===== config.mk =====
export PLATFORM = sky130hd
export DESIGN_NAME = mips_ctrl_fsm
export DESIGN_NICKNAME = d
export VERILOG_FILES = /design/src/rtl/mips_ctrl_fsm.sv
export SDC_FILE = /design/constraint.sdc
export NUM_CORES = 1
export LEC_CHECK = 0
export CAP_MARGIN = 20
export CORE_UTILIZATION = 35
export DETAILED_ROUTE_END_ITERATION = 12
export PLACE_DENSITY = 0.61
export SLEW_MARGIN = 20
export SYNTH_ARGS = -nofsm -noshare
export SYNTH_HDL_FRONTEND = slang
export SYNTH_SLANG_ARGS = --single-unit

===== constraint.sdc =====
create_clock -name clk -period 3.6 [get_ports clk]
set_input_delay 0.36 -clock clk [delete_from_list [all_inputs] [get_ports clk]]
set_output_delay 0.36 -clock clk [all_outputs]
set_load 0.03 [all_outputs]

===== src/rtl/mips_ctrl_fsm.sv =====
// Multi-cycle control sequencer for the MIPS datapath (FETCH/DECODE/EXEC/MEM/WB/HALT).
// Define MIPS_CTRL_PERF_CNT_EN to add the retired-instruction counter and instr_count port.
module mips_ctrl_fsm #(
  parameter int MEM_WAIT_MAX = 15
) (
  input  logic        clk,
  input  logic        reset,
  input  logic [31:0] instr,
  input  logic        zero_flag,
  input  logic        mem_ready,
  output logic [2:0]  alu_op,
  output logic        alu_src_imm,
  output logic        mem_read,
  output logic        mem_write,
  output logic        byte_en,
  output logic        halfword_en,
  output logic        word_en,
  output logic        reg_write,
  output logic        reg_dst_rt,
  output logic        pc_en,
  output logic        branch_taken,
  output logic        jump_taken,
  output logic        halted
`ifdef MIPS_CTRL_PERF_CNT_EN
  ,
  output logic [31:0] instr_count
`endif
);

  localparam int WW = (MEM_WAIT_MAX > 1) ? $clog2(MEM_WAIT_MAX + 1) : 1;
  localparam logic [WW-1:0] WAIT_LAST = WW'(MEM_WAIT_MAX - 1);

  typedef enum logic [2:0] {S_FETCH, S_DECODE, S_EXEC, S_MEM, S_WB, S_HALT} state_t;
  typedef enum logic [2:0] {C_ALU, C_IMM, C_LOAD, C_STORE, C_BR, C_J, C_ILL} cls_t;

  state_t         state_q, state_d;
  logic [31:0]    ir_q, ir_d;
  logic [WW-1:0]  wait_q, wait_d;

  cls_t           cls;
  logic [2:0]     op;
  logic [2:0]     size;   // {byte, halfword, word}
  logic           is_nop;
  logic [5:0]     opc, funct;

  assign opc    = ir_q[31:26];
  assign funct  = ir_q[5:0];
  assign is_nop = (ir_q == 32'h0);

  // Instruction classification from the latched IR
  always_comb begin
    cls  = C_ILL;
    op   = 3'b000;
    size = 3'b000;
    case (opc)
      6'h00: begin
        cls = C_ALU;
        case (funct)
          6'h20: op = 3'b000;
          6'h22: op = 3'b001;
          6'h24: op = 3'b010;
          6'h25: op = 3'b011;
          6'h26: op = 3'b101;
          6'h2A: op = 3'b111;
          default: if (!is_nop) cls = C_ILL;
        endcase
      end
      6'h08: cls = C_IMM;
      6'h0C: begin cls = C_IMM; op = 3'b010; end
      6'h0D: begin cls = C_IMM; op = 3'b011; end
      6'h23: begin cls = C_LOAD;  size = 3'b001; end
      6'h25: begin cls = C_LOAD;  size = 3'b010; end
      6'h24: begin cls = C_LOAD;  size = 3'b100; end
      6'h2B: begin cls = C_STORE; size = 3'b001; end
      6'h29: begin cls = C_STORE; size = 3'b010; end
      6'h28: begin cls = C_STORE; size = 3'b100; end
      6'h04, 6'h05: begin cls = C_BR; op = 3'b001; end
      6'h02: cls = C_J;
      default: cls = C_ILL;
    endcase
  end

  always_ff @(posedge clk or posedge reset) begin
    if (reset) begin
      state_q <= S_FETCH;
      ir_q    <= 32'h0;
      wait_q  <= '0;
    end else begin
      state_q <= state_d;
      ir_q    <= ir_d;
      wait_q  <= wait_d;
    end
  end

  always_comb begin
    state_d = state_q;
    ir_d    = ir_q;
    wait_d  = '0;
    case (state_q)
      S_FETCH: begin
        ir_d    = instr;
        state_d = S_DECODE;
      end
      S_DECODE: state_d = (cls == C_ILL) ? S_HALT : S_EXEC;
      S_EXEC: begin
        case (cls)
          C_ALU, C_IMM:   state_d = S_WB;
          C_LOAD, C_STORE: state_d = S_MEM;
          default:        state_d = S_FETCH;
        endcase
      end
      S_MEM: begin
        // the access gets at most MEM_WAIT_MAX MEM cycles before it is abandoned
        if (mem_ready)               state_d = (cls == C_LOAD) ? S_WB : S_FETCH;
        else if (wait_q == WAIT_LAST) state_d = S_HALT;
        else                          wait_d  = wait_q + 1'b1;
      end
      S_WB:    state_d = S_FETCH;
      default: state_d = S_HALT;
    endcase
  end

  always_comb begin
    alu_op       = 3'b000;
    alu_src_imm  = 1'b0;
    mem_read     = 1'b0;
    mem_write    = 1'b0;
    byte_en      = 1'b0;
    halfword_en  = 1'b0;
    word_en      = 1'b0;
    reg_write    = 1'b0;
    reg_dst_rt   = 1'b0;
    pc_en        = 1'b0;
    branch_taken = 1'b0;
    jump_taken   = 1'b0;
    halted       = 1'b0;
    if (state_q == S_EXEC || state_q == S_MEM || state_q == S_WB) begin
      alu_op      = op;
      alu_src_imm = (cls == C_IMM) || (cls == C_LOAD) || (cls == C_STORE);
      reg_dst_rt  = (cls == C_IMM) || (cls == C_LOAD);
    end
    case (state_q)
      S_EXEC: begin
        if (cls == C_BR) begin
          pc_en        = 1'b1;
          branch_taken = opc[0] ? ~zero_flag : zero_flag;
        end else if (cls == C_J) begin
          pc_en      = 1'b1;
          jump_taken = 1'b1;
        end
      end
      S_MEM: begin
        mem_read                        = (cls == C_LOAD);
        mem_write                       = (cls == C_STORE);
        {byte_en, halfword_en, word_en} = size;
        pc_en                           = (cls == C_STORE) && mem_ready;
      end
      S_WB: begin
        reg_write = !is_nop;
        pc_en     = 1'b1;
      end
      S_HALT: halted = 1'b1;
      default: ;
    endcase
  end

`ifdef MIPS_CTRL_PERF_CNT_EN
  logic [31:0] cnt_q;
  always_ff @(posedge clk or posedge reset) begin
    if (reset)      cnt_q <= 32'h0;
    else if (pc_en) cnt_q <= cnt_q + 32'h1;
  end
  assign instr_count = cnt_q;
`endif

endmodule


### Word level (Yosys, flattened, before mapping)

Index checks and enable logic that the tools add are counted.
W data, S select, Z words.

* bits in latches: 0
* logic and storage cells: 89
* output and inout bits: 15
* register bits after elaboration: 39
* bits of input ports: 36
* ROM bits: 0
* RAM bits: 0
* memories: 0

* multiplexer cells: 33
* shift operators: 0
* $add $sub $neg: 1
* magnitude comparators: 0
* multiply operators: 0
* div/mod/pow operators: 0
* eq/ne operators: 31
* reductions and logical operators: 20
* bitwise gates (word level): 1

Operators with widths (count)
* $eq A6 B6 Y1 const B: 12
* $logic_not A32 Y1: 1
* $pmux W3 S5: 2
* $mux W3: 7
* $eq A6 B4 Y1 const B: 3
* $pmux W3 S6: 1
* $mux W1: 16
* $eq A3 B3 Y1 const B: 5
* $eq A3 B2 Y1 const B: 4
* $eq A6 B3 Y1 const B: 2
* $mux W4: 3
* $pmux W3 S4: 1
* $reduce_or A2 Y1: 6
* $pmux W3 S3: 1
* $reduce_or A3 Y1: 3
* $eq A3 B1 Y1 const B: 2
* $eq A6 B2 Y1 const B: 1
* $logic_not A3 Y1: 2
* $logic_not A6 Y1: 1
* $pmux W3 S2: 1
* $reduce_or A6 Y1: 1
* $add A4 B1 Y4 const B: 1
* $eq A4 B4 Y1 const B: 1
* $logic_or A1 B1 Y1: 4
* other kinds (5): 5

### Longest topological paths before layout

* depth after elaboration: 8
* mapped depth: 7
* gate-level depth less buffers: 6

### Least setup slack after synthesis

Ideal clock, no wire load.

* kind: register to output
* start point: reg ir_q[31]
* end point: out alu_op[0]
* setup slack: 773 ps
* stages on the path, launching flop included: 4
* buffers on the path: 1
* arrival: 2467 ps
* required time: 3240 ps
* cells stage by stage: dfrtp_1 buf_6 or3_4 a2111oi_0

* cells in the longest elaborated chain, start to end: 4
* elaborated cells between the ends (all ways): 8
* those cells by class: 4 x eq/ne; 2 x mux; 2 x reduce/logical

RTL lines
* from (decl): line 37 `logic [31:0] ir_q, ir_d;`
* from (signal assigned): line 90 `ir_q <= ir_d;`
* $eq A6 B3 Y1: line 55 `case (opc)`
* $reduce_or A2 Y1: line 55
* $pmux W3 S4 (*): line 55
* $mux W3 (*): line 137 `if (state_q == S_EXEC || state_q == S_MEM || state_q == S_WB) begin`
* to (decl): line 11 `output logic [2:0] alu_op,`

Mark *: on every way between the ends. The rest lies on a longest branch, timed or not.

### Worst setup path after layout

* start point: reg ir_q[31]
* end point: out alu_op[2]

The elaborated chain is that of the path after synthesis.

==> flow_metrics.env <==
export IMPL_h_tree_depth=2
export IMPL_final_layout_size_suffix_gt1_share_pct=17.2
export IMPL_layout_common_cells="clkdlybuf4s50_1 (50), dfrtp_1 (39), mux2_2 (27), nand2_1 (19), nor2_1 (16)"
export IMPL_die_h_um=81.1
export IMPL_synth_area_mm2=0.00219
export IMPL_yosysUniqueCellTypes=44
export IMPL_avgSynthCellArea_um2=9.91
export IMPL_wire_per_inst_um=13.5
export IMPL_hpwl_mm=3.36
export IMPL_viasPerCell=5.17
export IMPL_multi_input_area_mm2=0.00112
export IMPL_synth_compound_area_share_pct=11.9
export IMPL_cp_end_kind="output pin"
export IMPL_hp_class="input pin to asynchronous set/reset pin"
export IMPL_grtUsageTotal_pct=15.9
export IMPL_synth_top_family_by_area="simple AND/OR/NAND/NOR gates"
export IMPL_p_leak_nw=1.17
export IMPL_die_w_um=81.1
export IMPL_root_buffer="clkbuf_8"
export IMPL_ys_seq_area_share_pct=44.6
export IMPL_gp_congestion=0.843
export IMPL_dpl_cell_area_mm2=0.00273
export IMPL_grt_max_degree=40
export IMPL_worstPathRequired_ns=3.24
export IMPL_ff_latch_area_um2=976
export IMPL_post_cts_buffers=0
export IMPL_cp_slowest_cell="clkdlybuf4s50_1"
export IMPL_syn_inst=221
export IMPL_synthAdderAreaFrac_pct=1.14
export IMPL_clockBufferDepth=2
export IMPL_min_period_ns=3.00
export IMPL_post_cts_resized=0
export IMPL_max_stage_delay_ns=0.72
export IMPL_postRouteAntennaNets=0
export IMPL_area_growth_pct=29.1
export IMPL_post_route_period_util_pct=83.2
export IMPL_final_common_cell="clkdlybuf4s50_1"
export IMPL_vdd_drop_max_mv=0.234
export IMPL_slew_headroom_pct=61.5
export IMPL_start_util_pct=36.5
export IMPL_core_rowCount=28
export IMPL_crit_chain="or3_4 -> nor3_4 -> nand2_1 -> nor4_1 -> clkdlybuf4s50_1"
export IMPL_synth_edf_count=0
export IMPL_outcome="completed"
export IMPL_fin_setup_tns_ns=0
export IMPL_p_per_area_mw_per_mm2=280
export IMPL_ys_async_sr_fraction_pct=100
export IMPL_synth_mux_area_share_pct=13.9
export IMPL_crit_fanout=19
export IMPL_rsz0062_at_grt="no"
export IMPL_maxSlewViolCount=0
export IMPL_drt_first_pass_iters=5
export IMPL_fillers=580
export IMPL_clkTransAtPathRegs_ns=0.08
export IMPL_core_mm2=0.00599
export IMPL_finClkSkew_ns=0.00436
export IMPL_num_vias=1769
export IMPL_drc=0
export IMPL_hold_violations=0
export IMPL_ys_seq_elements=39
export IMPL_final_area_mm2=0.00283
export IMPL_grt_overflow=0
export IMPL_cts_buffers=5
export IMPL_critPathArrivalTime_ns=2.64
export IMPL_ctsHoldBuffers=0
export IMPL_synth_xor_xnor_area_share_pct=2.00
export IMPL_cts_tree="built"
export IMPL_ios=51
export IMPL_synth_ff_type="dfrtp_1"
export IMPL_grt_pass1_wl_mm=7.93
export IMPL_yosysWarnings=0
export IMPL_tightest_slew_ns=0.578
export IMPL_nNetsFinal=304
export IMPL_setup_viol=0
export IMPL_wl_mm=4.62
export IMPL_fmax_mhz=334
export IMPL_cts_sinks=39
export IMPL_cp_start_kind="flip-flop"
export IMPL_path_class="flip-flop to output pin"
export IMPL_drt_iter0_drc=150
export IMPL_portBuffers=50
export IMPL_antenna_cells=0
export IMPL_clk_latency_ns=0.29
export IMPL_grt_pass1_vias=1660
export IMPL_antenna_found_initial=0
export IMPL_fp_dieArea_mm2=0.00658
export IMPL_max_cap_violations=0
export IMPL_syn_num_nets=259
export IMPL_yosys_area_share_simple_pct=21.8
## worst max-delay path, delay by kind of cell, from the launching register on
family | cells | cell delay, ns
flip-flops | 1 | 0.59
AND/OR/NAND/NOR | 4 | 1.02
buffers and inverters | 1 | 0.72
## through the flow
step	hold slack [ns]	util [%]	setup slack (ns)	power, mW	std cells
2_1_floorplan	0.455	-	0.773	0.454	221
3_3_place_gp	0.477	45.6	0.921	0.496	334
3_5_place_dp	0.485	45.6	0.889	0.495	334
4_1_cts	0.496	47.2	0.573	0.806	342
5_1_grt	0.527	47.2	0.410	0.829	342
6_report	0.479	47.2	0.603	0.793	342
## routing by layer
layer | track usage [%] | part of all wire [%]
met4 | 4.29 | 1.2
met2 | 23.9 | 46
met5 | 0 | 0
met3 | 4.49 | 5.9
met1 | 22.2 | 46
## cell families after synthesis
group / Yosys count
XOR/XNOR: 5
buffers and inverters: 22
multiplexers: 27
AO/OA/AOI/OAI: 37
AND/OR/NAND/NOR: 89
flip-flops: 39
adder cells (fa/ha/maj): 2
## cell usage after synthesis (6+ instances only)
cell      number  area share [%]
mux2_2        27              14
dfrtp_1       39              45
nor2_1        16             2.7
nand2b_1       6             1.7
inv_1          8             1.4
nand3_1       11             2.5
a21oi_1        8             1.8
o21ai_0       11             2.5
nand2_1       19             3.3
nor2b_1        7             2.0
nor3_1         7             1.6
nor4_1         9             2.6
buf_2          6             1.4
clkbuf_1       6             1.0
## where the power goes
part           switching (mW)  internal, mW  leakage, nW
registers                   0         0.438        0.509
clock network           0.150         0.157       0.0484
logic                  0.0138        0.0341        0.617
## flip-flops by register name, summed over array words and instances, names as in the netlist
name and count:
ir_q 32, state_q 3, wait_q 4
## worst paths after layout
path,cells past startpoint,slack (ns),startpoint,end
setup / recovery,5,0.60,ir_q[31],alu_op[2]
min in group clk,1,0.49,wait_q[0],wait_q[0]
hold reg to reg,1,0.49,wait_q[0],wait_q[0]
hold / removal,3,0.48,reset,ir_q[12]
setup reg to reg,6,1.52,ir_q[28],state_q[0]
max in group asynchronous,3,2.77,reset,ir_q[10]
## area by class of cell
cell class                      instances  share of cell area, %
Sequential cell                        39                   34.5
Tap cell                               75                   3.32
Inverter                                8                   1.06
Timing Repair Buffer                   52                   18.2
Multi-Input combinational cell        160                   39.5
Clock buffer                            7                   3.05
Clock inverter                          1                  0.310
(Power assumes the default switching activity.)
